## src/rtl/match_req_arbiter_pkg.sv

```systemverilog
// Shared parameters and types for the match request arbiter.
//   JOB_PE_NUM / JOB_PE_NUM_LOG2 : number of job PEs and id width
//   ADDR_WIDTH                   : head/history address width
//   ROW_SIZE_LOG2                : slot id width
//   MAX_MATCH_LEN_LOG2           : match length width is this + 1
//   MATCH_REQ_W                  : width of one packed request record
package match_req_arbiter_pkg;

  localparam int JOB_PE_NUM         = 4;
  localparam int JOB_PE_NUM_LOG2    = 2;
  localparam int ADDR_WIDTH         = 16;
  localparam int ROW_SIZE_LOG2      = 4;
  localparam int MAX_MATCH_LEN_LOG2 = 5;
  localparam int MATCH_REQ_W        = 2*ADDR_WIDTH + JOB_PE_NUM_LOG2 + ROW_SIZE_LOG2;

  // Outstanding counters must hold values up to 15.
  localparam int CNT_W = 4;

  // One request as it sits in the skid buffer.
  typedef struct packed {
    logic [ADDR_WIDTH-1:0]      headAddr;
    logic [ADDR_WIDTH-1:0]      historyAddr;
    logic [JOB_PE_NUM_LOG2-1:0] jobPeId;
    logic [ROW_SIZE_LOG2-1:0]   slotId;
  } match_req_t;

endpackage

```

## src/rtl/match_req_arbiter_rr_arbiter.sv

```systemverilog
// Purely combinational round-robin arbiter.
//   i_eligible  : per-requester eligibility
//   i_ptr       : index of the last granted requester
//   o_grant     : one-hot grant
//   o_grant_idx : binary index of the grant (valid when o_grant_any)
//   o_grant_any : at least one requester is eligible
// The pointer register is owned by the parent.
module rr_arbiter
  import match_req_arbiter_pkg::*;
#(
  parameter int NUM_PE = JOB_PE_NUM,
  parameter int IDX_W  = $clog2(NUM_PE)
) (
  input  logic [NUM_PE-1:0] i_eligible,
  input  logic [IDX_W-1:0]  i_ptr,
  output logic [NUM_PE-1:0] o_grant,
  output logic [IDX_W-1:0]  o_grant_idx,
  output logic              o_grant_any
);

  logic [IDX_W-1:0] w_candidate;

  // Search ptr+1 .. ptr+NUM_PE; NUM_PE is a power of two, so the index
  // wraps by truncation and the pointer itself is examined last.
  always_comb begin
    o_grant     = '0;
    o_grant_idx = i_ptr;
    o_grant_any = 1'b0;
    w_candidate = i_ptr;
    for (int i = 1; i <= NUM_PE; i++) begin
      w_candidate = i_ptr + IDX_W'(i);
      if (!o_grant_any && i_eligible[w_candidate]) begin
        o_grant_any = 1'b1;
        o_grant_idx = w_candidate;
      end
    end
    if (o_grant_any) begin
      o_grant[o_grant_idx] = 1'b1;
    end
  end

endmodule

```

## src/rtl/match_req_arbiter.sv

```systemverilog
// Shares one match PE among NUM_PE job PEs.
//   Request side : i_req_* per PE, o_req_ready per PE (only the granted PE,
//                  only while the 2-entry skid buffer has room)
//   Merged side  : o_mreq_* driven from the skid head register, tagged with
//                  the source PE id; i_mreq_ready from the match PE
//   Response side: i_mresp_* routed combinationally to o_resp_valid[id],
//                  slot/len broadcast, o_mresp_ready = i_resp_ready[id]
//   o_err_underflow: sticky flag for a response to a PE with nothing in flight
module match_req_arbiter
  import match_req_arbiter_pkg::*;
#(
  parameter int NUM_PE    = JOB_PE_NUM,
  parameter int MAX_OUTST = 4
) (
  input  logic                            clk,
  input  logic                            rst,
  input  logic [NUM_PE-1:0]               i_req_valid,
  input  logic [NUM_PE*ADDR_WIDTH-1:0]    i_req_head_addr,
  input  logic [NUM_PE*ADDR_WIDTH-1:0]    i_req_history_addr,
  input  logic [NUM_PE*ROW_SIZE_LOG2-1:0] i_req_slot_id,
  output logic [NUM_PE-1:0]               o_req_ready,
  output logic                            o_mreq_valid,
  output logic [ADDR_WIDTH-1:0]           o_mreq_head_addr,
  output logic [ADDR_WIDTH-1:0]           o_mreq_history_addr,
  output logic [JOB_PE_NUM_LOG2-1:0]      o_mreq_job_pe_id,
  output logic [ROW_SIZE_LOG2-1:0]        o_mreq_slot_id,
  input  logic                            i_mreq_ready,
  input  logic                            i_mresp_valid,
  input  logic [JOB_PE_NUM_LOG2-1:0]      i_mresp_job_pe_id,
  input  logic [ROW_SIZE_LOG2-1:0]        i_mresp_slot_id,
  input  logic [MAX_MATCH_LEN_LOG2:0]     i_mresp_len,
  output logic                            o_mresp_ready,
  output logic [NUM_PE-1:0]               o_resp_valid,
  output logic [ROW_SIZE_LOG2-1:0]        o_resp_slot_id,
  output logic [MAX_MATCH_LEN_LOG2:0]     o_resp_len,
  input  logic [NUM_PE-1:0]               i_resp_ready,
  output logic                            o_err_underflow
);

  localparam int IDX_W = JOB_PE_NUM_LOG2;

  logic [NUM_PE-1:0]      w_eligible;
  logic [NUM_PE-1:0]      w_grant;
  logic [IDX_W-1:0]       w_grantIdx;
  logic                   w_grantAny;
  logic [IDX_W-1:0]       r_ptr;
  logic                   r_headValid;
  logic                   r_tailValid;
  logic [MATCH_REQ_W-1:0] r_headData;
  logic [MATCH_REQ_W-1:0] r_tailData;
  match_req_t             w_newReq;
  match_req_t             w_headReq;
  logic                   w_space;
  logic                   w_push;
  logic                   w_pop;
  logic                   w_respFire;
  logic [CNT_W-1:0]       r_cnt [NUM_PE];
  logic                   r_errUnderflow;

  // A PE may compete only while it is below its in-flight limit.
  always_comb begin
    w_eligible = '0;
    for (int p = 0; p < NUM_PE; p++) begin
      w_eligible[p] = i_req_valid[p] && (r_cnt[p] < CNT_W'(MAX_OUTST));
    end
  end

  rr_arbiter #(
    .NUM_PE (NUM_PE),
    .IDX_W  (IDX_W)
  ) u_rr_arbiter (
    .i_eligible  (w_eligible),
    .i_ptr       (r_ptr),
    .o_grant     (w_grant),
    .o_grant_idx (w_grantIdx),
    .o_grant_any (w_grantAny)
  );

  // The tail entry is only ever filled behind a valid head, so an empty
  // tail means there is room. Ready depends on registered state only.
  assign w_space     = !r_tailValid;
  assign o_req_ready = w_space ? w_grant : '0;
  assign w_push      = w_space && w_grantAny;
  assign w_pop       = r_headValid && i_mreq_ready;

  always_comb begin
    w_newReq.headAddr    = i_req_head_addr[w_grantIdx*ADDR_WIDTH +: ADDR_WIDTH];
    w_newReq.historyAddr = i_req_history_addr[w_grantIdx*ADDR_WIDTH +: ADDR_WIDTH];
    w_newReq.jobPeId     = w_grantIdx;
    w_newReq.slotId      = i_req_slot_id[w_grantIdx*ROW_SIZE_LOG2 +: ROW_SIZE_LOG2];
  end

  // Skid buffer and round-robin pointer. Push with pop can only happen
  // while the tail is empty, so the new entry goes straight to the head.
  always_ff @(posedge clk or posedge rst) begin
    if (rst) begin
      r_ptr       <= IDX_W'(NUM_PE - 1);
      r_headValid <= 1'b0;
      r_tailValid <= 1'b0;
      r_headData  <= '0;
      r_tailData  <= '0;
    end else begin
      if (w_push) begin
        r_ptr <= w_grantIdx;
      end
      case ({w_pop, w_push})
        2'b11: r_headData <= w_newReq;
        2'b10: begin
          r_headData  <= r_tailData;
          r_headValid <= r_tailValid;
          r_tailValid <= 1'b0;
        end
        2'b01: begin
          if (!r_headValid) begin
            r_headData  <= w_newReq;
            r_headValid <= 1'b1;
          end else begin
            r_tailData  <= w_newReq;
            r_tailValid <= 1'b1;
          end
        end
        default: ;
      endcase
    end
  end

  assign w_headReq           = match_req_t'(r_headData);
  assign o_mreq_valid        = r_headValid;
  assign o_mreq_head_addr    = w_headReq.headAddr;
  assign o_mreq_history_addr = w_headReq.historyAddr;
  assign o_mreq_job_pe_id    = w_headReq.jobPeId;
  assign o_mreq_slot_id      = w_headReq.slotId;

  // Response routing: valid goes only to the addressed PE, data is shared.
  assign o_mresp_ready  = i_resp_ready[i_mresp_job_pe_id];
  assign w_respFire     = i_mresp_valid && o_mresp_ready;
  assign o_resp_slot_id = i_mresp_slot_id;
  assign o_resp_len     = i_mresp_len;

  always_comb begin
    o_resp_valid = '0;
    if (i_mresp_valid) begin
      o_resp_valid[i_mresp_job_pe_id] = 1'b1;
    end
  end

  // Outstanding counters. A response to an idle PE saturates at zero and
  // raises the sticky error instead of wrapping.
  always_ff @(posedge clk or posedge rst) begin
    if (rst) begin
      for (int p = 0; p < NUM_PE; p++) begin
        r_cnt[p] <= '0;
      end
      r_errUnderflow <= 1'b0;
    end else begin
      for (int p = 0; p < NUM_PE; p++) begin
        logic inc;
        logic dec;
        inc = w_push && (w_grantIdx == IDX_W'(p));
        dec = w_respFire && (i_mresp_job_pe_id == IDX_W'(p)) && (r_cnt[p] != '0);
        if (inc && !dec) begin
          r_cnt[p] <= r_cnt[p] + 1'b1;
        end else if (dec && !inc) begin
          r_cnt[p] <= r_cnt[p] - 1'b1;
        end
      end
      if (w_respFire && (r_cnt[i_mresp_job_pe_id] == '0)) begin
        r_errUnderflow <= 1'b1;
      end
    end
  end

  assign o_err_underflow = r_errUnderflow;

endmodule

```

## config.mk

```make
export PLATFORM = sky130hd
export DESIGN_NAME = match_req_arbiter
export DESIGN_NICKNAME = d
export VERILOG_FILES = /design/src/rtl/match_req_arbiter_pkg.sv /design/src/rtl/match_req_arbiter_rr_arbiter.sv /design/src/rtl/match_req_arbiter.sv
export SDC_FILE = /design/constraint.sdc
export NUM_CORES = 1
export LEC_CHECK = 0
export BUFFER_PORTS_ARGS = -buffer_cell sky130_fd_sc_hd__buf_4
export CORE_UTILIZATION = 52
export CTS_BUF_LIST = sky130_fd_sc_hd__clkbuf_8
export DETAILED_ROUTE_END_ITERATION = 10
export PLACE_DENSITY = 0.83
export SLEW_MARGIN = 25
export SYNTH_ARGS = -nofsm -noshare
export SYNTH_HDL_FRONTEND = slang
export SYNTH_SLANG_ARGS = --single-unit
export TNS_END_PERCENT = 20
```

## constraint.sdc

```tcl
create_clock -name clk -period 4.35 [get_ports clk]
set_input_delay 0.6525 -clock clk [delete_from_list [all_inputs] [get_ports clk]]
set_output_delay 0.6525 -clock clk [all_outputs]
set_load 0.05 [all_outputs]
```

=== Yosys cells after proc, flatten, opt, wreduce, memory -nomap -nowiden ===
Cells that the tools add are included.

* Bits in registers: 97
* Latch bits: 0
* RAM bits: 0
* Bits in read-only memories: 0
* Input bits: 168
* Output and inout port bits: 59
* Logic and storage cells: 151
* Memories: 0

* Add/subtract/negate cells: 11
* $mul: 0
* Div/mod/pow operators: 0
* Order comparisons: 13
* Equal/unequal tests: 11
* Shifts and indexed selects: 3
* Muxes and demuxes: 41
* Bitwise operators: 1
* Reduce and logical (&&, ||, !) cells: 61

{| class="wikitable"
|+ Operators with widths
! cell !! count
|-
| variable part select 64 x 7 -> 16 bit || 2
|-
| case mux 38 bit (3 select lines) || 1
|-
| two-way mux 4 bit || 13
|-
| two-way mux 38 bit || 1
|-
| logical AND 1 bit || 33
|-
| less-than comparator 2 x 3 -> 1 bit (second input constant) || 6
|-
| adder 4 x 1 -> 4 bit (second input constant) || 4
|-
| less-than comparator 4 x 3 -> 1 bit (second input constant) || 4
|-
| nonzero test 4 bit || 4
|-
| variable part select 16 x 5 -> 4 bit || 1
|-
| subtractor 4 x 1 -> 4 bit (second input constant) || 4
|-
| equality test 2 bit (second input constant) || 6
|-
| zero test 1 bit || 12
|-
| two-way mux 1 bit || 12
|-
| binary-select mux 1 bit (select 2 bit) || 5
|-
| nonzero test 2 bit || 5
|-
| binary-select mux 4 bit (select 2 bit) || 1
|-
| two-way mux 2 bit || 4
|-
| equality test 2 x 1 -> 1 bit (second input constant) || 3
|-
| AND reduction 2 bit || 3
|-
| adder 2 bit (second input constant) || 2
|-
| demux 1 bit (select 2 bit) || 2
|-
| greater-or-equal comparator 2 x 1 -> 1 bit (second input constant) || 2
|-
| zero test 2 bit || 2
|-
| 7 further kinds || 9
|}

=== Logic depth before layout (Yosys ltp) ===
* Depth in word-level cells: 20
* Gate-level depth with buffers: 15
* Gate-level depth less buffers: 13

=== Hierarchy ===
A second synthesis with hierarchy kept.

* Cells, all modules: 533
* Area total of the unflattened synthesis: 5,791.8 um^2

{| class="wikitable"
|+ Modules (own cells, without submodules)
! module !! times used !! cells an instance !! area each (um^2) !! sequential area each (um^2)
|-
| match_req_arbiter || 1 || 502 || 5,616.6 || 2,429.8
|-
| rr_arbiter || 1 || 31 || 175.2 || 0.0
|}

=== Least setup slack after synthesis ===
Ideal clock, no wire load.

* Path type: input to output
* Start point: input port i_req_valid[2]
* End point: output port o_req_ready[0]
* Arrival: 3,162 ps
* Required time: 3,697 ps
* Slack: 536 ps
* Stages on the path: 7
* Path buffers: 2
* Path through: nor3b_1 > o32ai_2 > a211oi_4 > buf_6 > buf_4 > inv_1 > nor3_1

* Cells in the longest elaborated chain, start to end: 19
* Elaborated cells on any way between the ends: 30
* Those cells by class: order compare: 2; mux: 20; reduce/logical: 8

{| class="wikitable"
|+ RTL lines
! what !! line !! RTL
|-
| start: declaration || match_req_arbiter.sv:17 || <nowiki>input logic [NUM_PE-1:0] i_req_valid,</nowiki>
|-
| logical AND 1 bit (*) || match_req_arbiter.sv:64 || <nowiki>w_eligible[p] = i_req_valid[p] && (r_cnt[p] < CNT_W'(MAX_OUTST));</nowiki>
|-
| binary-select mux 1 bit (select 2 bit) || match_req_arbiter_rr_arbiter.sv:32 || <nowiki>if (!o_grant_any && i_eligible[w_candidate]) begin</nowiki>
|-
| two-way mux 1 bit (implied by the code) || match_req_arbiter_rr_arbiter.sv:32 ||
|-
| two-way mux 1 bit || match_req_arbiter_rr_arbiter.sv:32 ||
|-
| zero test 1 bit || match_req_arbiter_rr_arbiter.sv:32 ||
|-
| logical AND 1 bit || match_req_arbiter_rr_arbiter.sv:32 ||
|-
| two-way mux 1 bit || match_req_arbiter_rr_arbiter.sv:32 ||
|-
| zero test 1 bit || match_req_arbiter_rr_arbiter.sv:32 ||
|-
| [3 not listed] || - ||
|-
| logical AND 1 bit || match_req_arbiter_rr_arbiter.sv:32 ||
|-
| two-way mux 2 bit || match_req_arbiter_rr_arbiter.sv:32 ||
|-
| less-than comparator 2 x 3 -> 1 bit (implied by the code) / greater-or-equal comparator 2 x 1 -> 1 bit (equally long branches) || match_req_arbiter_rr_arbiter.sv:38 || <nowiki>o_grant[o_grant_idx] = 1'b1;</nowiki>
|-
| logical AND 1 bit (implied by the code) || match_req_arbiter_rr_arbiter.sv:38 ||
|-
| two-way mux 1 bit (implied by the code) || match_req_arbiter_rr_arbiter.sv:38 ||
|-
| demux 1 bit (select 2 bit) || - ||
|-
| two-way mux 4 bit (*) || match_req_arbiter_rr_arbiter.sv:37 || <nowiki>if (o_grant_any) begin</nowiki>
|-
| two-way mux 4 bit (*) || match_req_arbiter.sv:82 || <nowiki>assign o_req_ready = w_space ? w_grant : '0;</nowiki>
|-
| end: declaration || match_req_arbiter.sv:21 || <nowiki>output logic [NUM_PE-1:0] o_req_ready,</nowiki>
|}

Mark *: on every way between the ends. The rest lies on a longest branch, timed or not. The select of a mux whose other input is x is not followed.

=== Worst setup path in the final report ===
* Start point: register r_cnt[7] (netlist name)
* End point: register r_cnt[3] (netlist name)

* Cells in the longest elaborated chain, start to end: 19
* Elaborated cells on any way between the ends: 32
* Those cells by class: order compare: 1; eq/ne: 1; mux: 17; reduce/logical: 13

{| class="wikitable"
|+ RTL lines
! what !! line !! RTL
|-
| start: declaration || match_req_arbiter.sv:57 || <nowiki>logic [CNT_W-1:0] r_cnt [NUM_PE];</nowiki>
|-
| start signal: indexed assignment || match_req_arbiter.sv:162 || <nowiki>r_cnt[p] <= r_cnt[p] + 1'b1;</nowiki>
|-
| start signal: indexed assignment || match_req_arbiter.sv:164 || <nowiki>r_cnt[p] <= r_cnt[p] - 1'b1;</nowiki>
|-
| less-than comparator 4 x 3 -> 1 bit (*) || match_req_arbiter.sv:64 ||
|-
| logical AND 1 bit (*) || match_req_arbiter.sv:64 ||
|-
| binary-select mux 1 bit (select 2 bit) || match_req_arbiter_rr_arbiter.sv:32 ||
|-
| two-way mux 1 bit (implied by the code) || match_req_arbiter_rr_arbiter.sv:32 ||
|-
| two-way mux 1 bit || match_req_arbiter_rr_arbiter.sv:32 ||
|-
| zero test 1 bit || match_req_arbiter_rr_arbiter.sv:32 ||
|-
| logical AND 1 bit || match_req_arbiter_rr_arbiter.sv:32 ||
|-
| two-way mux 1 bit || match_req_arbiter_rr_arbiter.sv:32 ||
|-
| [3 not listed] || - ||
|-
| zero test 1 bit || match_req_arbiter_rr_arbiter.sv:32 ||
|-
| logical AND 1 bit || match_req_arbiter_rr_arbiter.sv:32 ||
|-
| two-way mux 2 bit / two-way mux 1 bit (equally long branches) || match_req_arbiter_rr_arbiter.sv:32 ||
|-
| equality test 2 bit / logical AND 1 bit (equally long branches) || match_req_arbiter.sv:159, match_req_arbiter.sv:83 ||
|-
| logical AND 1 bit (*) || match_req_arbiter.sv:159 || <nowiki>inc = w_push && (w_grantIdx == IDX_W'(p));</nowiki>
|-
| zero test 1 bit || match_req_arbiter.sv:163 || <nowiki>end else if (dec && !inc) begin</nowiki>
|-
| logical AND 1 bit || match_req_arbiter.sv:163 ||
|-
| nonzero test 2 bit (no line) || - ||
|}

Marks and branches as above.
A chain may end at the register's enable or synchronous reset.

==> run metrics <==
status finished, violations left; failing checks DRC; syn_area_per_cell 10.7 um2; Clock Path Buffers 2; pwr dens 861 nW/um2; # port buffers 206; initial antenna violation count 0; fin area 7930 um2; Iteration-0 DRC Markers 357; Required @ worst endpoint 4.60 ns; Core Area 11,500 um2; Die Area 12,300 um2; drt pass-1 iters 8; Die Y 111 um; largest net degree at the start of global routing 77; synthesis-stage register bit count 97; crit end category flip-flop; Reg2Reg Setup Slack 0.90 ns; # setup viols final 0; number of global-route vias before repair 5,374; post-placement cell area 7750 um2; postcts setup bufs 0; Total Wirelength 15.9 mm; Layout area overhead 28.3%; clk slew on worst S/H paths 0.09 ns; final core utilization 68.9%; Root Buffer clkbuf_8; IO Count 227; Syn Nets 764; Seq/Total Area, Yosys 39.3%; YS warnings 0; first-pass GRT wire length 26.1 mm; Pwr Total 6.83 mW; kind of critical path reg2reg; minimum clock period 3.45 ns; Peak VDD IR 0.406 mV; Worst Tran Pin Value 0.847 ns; final hold vios 0; Syn Inst Count 578; drt via density 5.79; worst skew pair latency 0.36 ns; Starting Density 53.7%; Post-synth EDFFs 0; gr usage total 26.5%; max-cap viol count 0; async set-or-reset flop fraction in the synthesized netlist 100%; synth unique cells 43; area of the mapped netlist 6180 um2; TritonCTS Buffers 9; TNS Setup 0 ns; Non-Filler Instances 902; CP arrival 3.70 ns; routability cong. 0.829; Most used DFF post-synth dfrtp_1; Place WS 0.583 ns; TritonCTS clock tree yes; layout cell share with drive strength beyond 1 39.5%; Sinks on Clock Net 97; CP Max Fanout 21; Antenna Cells 0; Nets 940; DR vias 5,225; post-detail-place hpwl 11.6 mm; Worst Setup Slack, final 0.902 ns; Slew headroom 43.5%; Tcrit/Tclk final 79.3%; Startpoint Class flip-flop; clk_skew 0.00754 ns; # resized after CTS 0; grt total ovfl 0; P_leak 3.75 nW; RSZ-0062 raised after global routing no; placed cell count 886; Hold Buf Count CTS 0; CTS H-tree depth 3; DRC 38; WHS 0.417 ns; Die W 111 um; Max Clk Rate 0.290 GHz; Hold Path Class in2async; Final Max Tran Viols 0; WL/cell 17.7 um; Post-DRT Antenna Nets 0; # rows 39
## report_power, final
part	switching (mW)	internal (mW)	leakage (nW)
sequential	0.349	1.38	1.15
combinational	2.58	1.97	2.50
clock	0.308	0.237	0.0969
## logic make-up after synthesis
logic type      after synthesis  share of synthesized area (%)
buf+inv                      60                           4.94
flops                        97                           39.3
simple gates                116                           9.07
mux                         135                           27.2
fa+ha+maj                    18                           4.13
xor+xnor                     16                           2.27
compound gates              136                           13.1
## synth_stat cells, types with 2 or more instances
cell / count / share of area [%]
a21o_1: 4 / 0.49
a21oi_1: 22 / 1.8
a31oi_1: 2 / 0.20
and3_1: 17 / 1.7
buf_2: 8 / 0.65
buf_4: 14 / 1.7
buf_6: 2 / 0.36
clkbuf_1: 23 / 1.4
clkbuf_2: 2 / 0.16
dfrtp_1: 95 / 38
dfstp_2: 2 / 0.85
fa_1: 4 / 1.3
ha_1: 14 / 2.8
inv_1: 10 / 0.61
mux2_2: 41 / 7.5
mux2i_1: 73 / 12
mux4_1: 5 / 2.1
mux4_2: 16 / 5.8
nand2_1: 58 / 3.5
nor2_1: 17 / 1.0
nor3_1: 5 / 0.40
nor3b_1: 7 / 0.85
nor4_1: 3 / 0.30
o21ai_0: 81 / 6.6
o22a_1: 20 / 2.8
or3b_1: 2 / 0.28
xnor2_1: 12 / 1.7
xor2_1: 4 / 0.57
## area by class of cell
type	count	area, um2
well taps	143	179
multi-input cells	421	3480
repair buffers	215	1620
flip-flops and latches	97	2430
inverters	10	40.0
fillers	911	3580
clock inverters	5	30.0
clock buffers	11	151
## sequential cells by signal (all words and copies together) (netlist names)
signal / count
r_headData: 38
r_tailValid: 1
r_ptr: 2
o_err_underflow: 1
r_cnt: 16
r_tailData: 38
o_mreq_valid: 1
## critical path: stages, from the launching register on
cell,delay (ns)
dfrtp_1,0.41
nor3b_1,0.62
o32ai_2,0.22
a211oi_4,0.32
buf_4,0.37
nor2_1,0.10
ha_1,0.24
inv_1,0.12
ha_1,0.25
a21o_1,0.16
a21oi_1,0.18
xnor2_1,0.14
nor2_1,0.07
xor2_1,0.14
## worst paths after layout
kind                                                 start                         end  cells past startpoint
worst max-delay path                  r_cnt[7]$_DFFE_PP0P_        r_cnt[3]$_DFFE_PP0P_                     13
worst min-delay path                                   rst   r_tailData[7]$_DFFE_PP0P_                      2
worst max register to register        r_cnt[7]$_DFFE_PP0P_        r_cnt[3]$_DFFE_PP0P_                     13
worst min register to register  r_tailData[31]$_DFFE_PP0P_  r_tailData[31]$_DFFE_PP0P_                      2
max in group asynchronous                              rst  r_headData[19]$_DFFE_PP0P_                      3
min in group clk                r_tailData[31]$_DFFE_PP0P_  r_tailData[31]$_DFFE_PP0P_                      2
## per-layer routing
metal,part of all wire [%],up-vias,GRT usage [%]
met5,0,-,0
met4,1.9,0,8.29
met3,6.4,25,3.83
met2,51,210,48.1
met1,41,2538,32.7
li1,-,2452,-
## placed cells by master (no fill, tap or decap), types with 10 or more instances in the layout
cell and n:
nand2_1 57, mux2_2 41, mux4_2 16, nor2_1 16
and3_1 17, ha_1 14, o22a_1 20, inv_1 10
o21ai_0 81, dfrtp_1 95, mux2i_1 72, buf_4 214
clkbuf_8 11, a21oi_1 22, xnor2_1 12
Note: power is estimated with default switching activity, not from simulation.
